--- config.mk ---
export PLATFORM = sky130hd
export DESIGN_NAME = parking_lot_gate_controller
export DESIGN_NICKNAME = d
export VERILOG_FILES = /design/src/rtl/parking_lot_gate_controller.sv
export SDC_FILE = /design/constraint.sdc
export NUM_CORES = 1
export LEC_CHECK = 0
export ABC_AREA = 1
export CAP_MARGIN = 20
export CORE_MARGIN = 3
export CORE_UTILIZATION = 59
export DETAILED_ROUTE_END_ITERATION = 8
export PLACE_DENSITY = 0.84
export SKIP_CTS_REPAIR_TIMING = 1
export SLEW_MARGIN = 15
export SYNTH_ARGS = -nofsm -noshare
export SYNTH_HDL_FRONTEND = slang
export SYNTH_SLANG_ARGS = --single-unit
--- constraint.sdc ---
create_clock -name i_clk -period 3.55 [get_ports i_clk]
set_clock_uncertainty 0.2 [all_clocks]
set_input_delay 0.71 -clock i_clk [delete_from_list [all_inputs] [get_ports i_clk]]
set_output_delay 0.71 -clock i_clk [all_outputs]
set_load 0.05 [all_outputs]
--- src/rtl/parking_lot_gate_controller.sv ---
// Parking lot entry gate: occupancy counter with sticky over/underflow flags
// and a three-state gate FSM (closed / waiting for car / holding after entry).
module parking_lot_gate_controller #(
  parameter int CAPACITY     = 15,
  parameter int CNT_W        = 4,
  parameter int GATE_HOLD    = 8,
  parameter int OPEN_TIMEOUT = 64
) (
  input  logic             i_clk,
  input  logic             i_rst_n,
  input  logic             i_car_enter,
  input  logic             i_car_exit,
  input  logic             i_entry_req,
  input  logic             i_clr,
  output logic [CNT_W-1:0] o_count,
  output logic             o_full,
  output logic             o_empty,
  output logic             o_gate_open,
  output logic             o_ovf_err,
  output logic             o_unf_err
);

  // state    | meaning
  // S_CLOSED | gate down, waiting for an entry request while not full
  // S_OPEN   | gate up, wait timer running until a car enters or it expires
  // S_HOLD   | car entered, gate held up until the hold timer runs out
  typedef enum logic [1:0] {
    S_CLOSED = 2'd0,
    S_OPEN   = 2'd1,
    S_HOLD   = 2'd2
  } state_t;

  localparam int WT_W = $clog2(OPEN_TIMEOUT + 1);
  localparam int HT_W = $clog2(GATE_HOLD + 1);
  localparam logic [WT_W-1:0]  WAIT_LOAD = WT_W'(OPEN_TIMEOUT - 1);
  localparam logic [HT_W-1:0]  HOLD_LOAD = HT_W'(GATE_HOLD - 1);
  localparam logic [CNT_W-1:0] CAP_VAL   = CNT_W'(CAPACITY);

  state_t           r_state;
  state_t           w_state_nxt;
  logic [WT_W-1:0]  r_wait_tmr;
  logic [WT_W-1:0]  w_wait_tmr_nxt;
  logic [HT_W-1:0]  r_hold_tmr;
  logic [HT_W-1:0]  w_hold_tmr_nxt;
  logic             r_gate_open;
  logic             w_gate_open_nxt;

  logic [CNT_W-1:0] r_count;
  logic             r_ovf_err;
  logic             r_unf_err;
  logic             w_full;
  logic             w_empty;

  assign w_full  = (r_count == CAP_VAL);
  assign w_empty = (r_count == '0);

  // FSM state and timer registers
  always_ff @(posedge i_clk or negedge i_rst_n) begin
    if (!i_rst_n) begin
      r_state    <= S_CLOSED;
      r_wait_tmr <= '0;
      r_hold_tmr <= '0;
    end else begin
      r_state    <= w_state_nxt;
      r_wait_tmr <= w_wait_tmr_nxt;
      r_hold_tmr <= w_hold_tmr_nxt;
    end
  end

  always_comb begin
    w_state_nxt    = r_state;
    w_wait_tmr_nxt = r_wait_tmr;
    w_hold_tmr_nxt = r_hold_tmr;
    case (r_state)
      S_CLOSED: begin
        if (i_entry_req && !w_full) begin
          w_state_nxt    = S_OPEN;
          w_wait_tmr_nxt = WAIT_LOAD;
        end
      end
      S_OPEN: begin
        if (i_car_enter) begin
          w_state_nxt    = S_HOLD;
          w_hold_tmr_nxt = HOLD_LOAD;
        end else if (r_wait_tmr == '0) begin
          w_state_nxt = S_CLOSED;
        end else begin
          w_wait_tmr_nxt = r_wait_tmr - 1'b1;
        end
      end
      S_HOLD: begin
        if (i_car_enter) begin
          w_hold_tmr_nxt = HOLD_LOAD;
        end else if (r_hold_tmr == '0) begin
          w_state_nxt = S_CLOSED;
        end else begin
          w_hold_tmr_nxt = r_hold_tmr - 1'b1;
        end
      end
      default: begin
        w_state_nxt = S_CLOSED;
      end
    endcase
  end

  // Gate drive is registered from the next state so it tracks the state exactly
  always_comb begin
    w_gate_open_nxt = (w_state_nxt != S_CLOSED);
  end

  always_ff @(posedge i_clk or negedge i_rst_n) begin
    if (!i_rst_n) begin
      r_gate_open <= 1'b0;
    end else begin
      r_gate_open <= w_gate_open_nxt;
    end
  end

  // Occupancy counter; clear wins, simultaneous enter/exit is a no-op
  always_ff @(posedge i_clk or negedge i_rst_n) begin
    if (!i_rst_n) begin
      r_count   <= '0;
      r_ovf_err <= 1'b0;
      r_unf_err <= 1'b0;
    end else if (i_clr) begin
      r_count   <= '0;
      r_ovf_err <= 1'b0;
      r_unf_err <= 1'b0;
    end else if (i_car_enter && !i_car_exit) begin
      if (w_full) begin
        r_ovf_err <= 1'b1;
      end else begin
        r_count <= r_count + 1'b1;
      end
    end else if (i_car_exit && !i_car_enter) begin
      if (w_empty) begin
        r_unf_err <= 1'b1;
      end else begin
        r_count <= r_count - 1'b1;
      end
    end
  end

  assign o_count     = r_count;
  assign o_full      = w_full;
  assign o_empty     = w_empty;
  assign o_gate_open = r_gate_open;
  assign o_ovf_err   = r_ovf_err;
  assign o_unf_err   = r_unf_err;

endmodule

==> metrics.txt <==
Setup CP Type register to primary output; Min-Delay Startpoint r_wait_tmr[0]; global-route wire length before repair around 4700 microns; Internal Pwr Total around 0.63 mW; Pleak between 0.7 and 0.8 nW; CP most frequent cell inv_1; YS warnings 0; Max-Slew Margin vs Limit 0.383; Reg2Reg Depth 6; Final period util 0.780; power share of the sequential group 0.321; crit start category register; CTS tree done; VDD IR-drop max 556 uV; Worst path top cell family by delay buffers and inverters; outcome complete, no violations; Via density roughly 5.3; DRT Wirelength around 2800 microns; I/O Buffers 14; pre-CTS setup slack 966 ps; Fin. Hold Viols 0; core area about 0.0020 sq mm; Worst-path clk slew 120 ps; Seq cells post-synth 20; WP buf/inv 3; P_sw 0.578 mW; Worst Path Max Fanout 6; hold slack approximately 330 ps; Hold WC Path Type register to register; Multi-input gate area between 600 and 700 sq um; ANT cells 0; Synth Area per Inst ~7 sq um; commonest cells after routing, fill and taps aside nand2_1 (65), inv_1 (29), nor2_1 (20), dfrtp_1 (20), nand3_1 (15); WL/cell about 12 microns; Std-Cell Rows 16; Die Ht between 50 and 60 microns; share of cells above drive strength 1 0.0650; initial core utilization 0.631; P per Cell Area 819 mW/mm^2; sequential area share after synthesis 0.400; Register Area 500 sq um; distinct cell type count after synthesis 18; initial antenna violation count 0; H-tree depth 1; clock sinks 20; commonest non-fill, non-tap cell in the layout nand2_1; unrepaired setup endpoints after global routing false; clk_lat worst skew around 310 ps; hold depth 1; drc violations 0; clk buf depth 2; largest net degree at the start of global routing 21; clock buffer count from CTS 3; HPWL Detailed about 2200 microns; synthesis-to-layout area growth 18.1%; worst r2r dst o_count[2]; setup TNS 0 ps; Slew @ Worst Pin around 920 ps; syn nets between 150 and 200; R2R Setup Slk about 1900 ps; combinational power share 0.523; DR iter-0 viols 28; DR pass1 iterations 4; Tot GR Track Use 0.235; CP Depth 5; # setup viols final 0; Max Freq around 360 MHz; nets 213; Pwr Total around 1.2 mW; via count 1196; Tmin final about 2800 ps; Die X 52.1 microns; Switching Share 0.477; WP data arrival 1860 ps; GRT overflow 0; fin cells 227; clock power share 0.156; CP Capture Type primary output; end of the worst hold path r_wait_tmr[0]; Ports 15; vias in the first global route about 1100; Worst Path Required 2640 ps; FF-to-FF Start o_count[0]; post-route ant nets 0; Worst path max stage delay around 800 ps; slowest stage cell on the critical path clkdlybuf4s50_1; gpl congestion 0.899; post-route setup slack between 700 and 800 ps; die area 0.00271 sq mm; root buf cell clkbuf_4; Placed Cells approximately 220; filler instances 147; crit-path cells nand2_1 > inv_1 > nand2_2 > inv_1 > clkdlybuf4s50_1; max-cap violation count 0; Slew Limit Fails 0; post-synthesis cell count around 180; post-synthesis cell area approximately 0.0013 sq mm
==> cells in the mapped netlist <==
cell type,instances,area [sq um]
nand3_1,15,75.1
nor2_4,1,11.3
nand2_2,3,18.8
a21oi_2,1,8.76
or2_2,2,12.5
o21ai_1,3,15.0
nand2_4,1,11.3
nor2_1,20,75.1
ha_1,5,62.6
dfrtp_1,20,500
o21ai_0,4,20.0
inv_2,1,3.75
fa_1,1,20.0
xor2_1,1,8.76
nand4_1,4,25.0
nand2_1,65,244
a21oi_1,6,30.0
inv_1,29,109
==> routing by layer <==
metal	wire length (microns)	track usage
met2	1370	0.389
met5	0	0
met4	91	0.127
met1	1170	0.288
met3	133	0.0401
==> cells by family after synthesis <==
group / count (synthesis) / share of synthesized area
AO/OA/AOI/OAI: 14 / 0.0590
buffers and inverters: 30 / 0.0900
AND/OR/NAND/NOR: 111 / 0.378
XOR/XNOR: 1 / 0.00700
adder cells (fa/ha/maj): 6 / 0.0660
flip-flops: 20 / 0.400
==> final cells by class <==
| type | count | share of cell area |
|---|---|---|
| Multi-Input combinational cell | 132 | 0.432 |
| Sequential cell | 20 | 0.339 |
| Timing Repair Buffer | 14 | 0.0948 |
| Inverter | 30 | 0.0762 |
| Tap cell | 27 | 0.0229 |
| Clock inverter | 1 | 0.0203 |
| Clock buffer | 3 | 0.0152 |
==> worst max-delay path by stage <==
stage                      startpoint    endpoint
after floorplan            o_count[0]      o_full
after global placement    i_car_enter  o_count[2]
after detailed placement  i_car_enter  o_count[3]
after CTS                  o_count[3]      o_full
after global routing       o_count[3]      o_full
final                      o_count[3]      o_full
==> power groups by stage <==
| stage | Sequential, mW | Combinational (mW) | Clock [mW] |
|---|---|---|---|
| after floorplan | 0.451 | 0.383 | 0 |
| after global placement | 0.387 | 0.585 | 0 |
| after detailed placement | 0.390 | 0.626 | 0 |
| after CTS | 0.386 | 0.628 | 0.192 |
| after global routing | 0.402 | 0.708 | 0.199 |
| final | 0.389 | 0.633 | 0.189 |
==> registers in the layout (all words and copies together), names as in the netlist <==
| signal | flops |
|---|---|
| o_gate_open | 1 |
| r_hold_tmr | 4 |
| r_state | 2 |
| r_wait_tmr | 7 |
| o_ovf_err | 1 |
| o_unf_err | 1 |
| o_count | 4 |
==> stage by stage <==
| step | instance area (sq um) | util |
|---|---|---|
| global route | 1480 | 0.746 |
| finish | 1480 | 0.746 |
| global placement | 1430 | 0.719 |
| CTS | 1480 | 0.746 |
| floorplan | 1250 | - |
| detailed placement | 1430 | 0.719 |
Power figures use the tool's default switching activity.
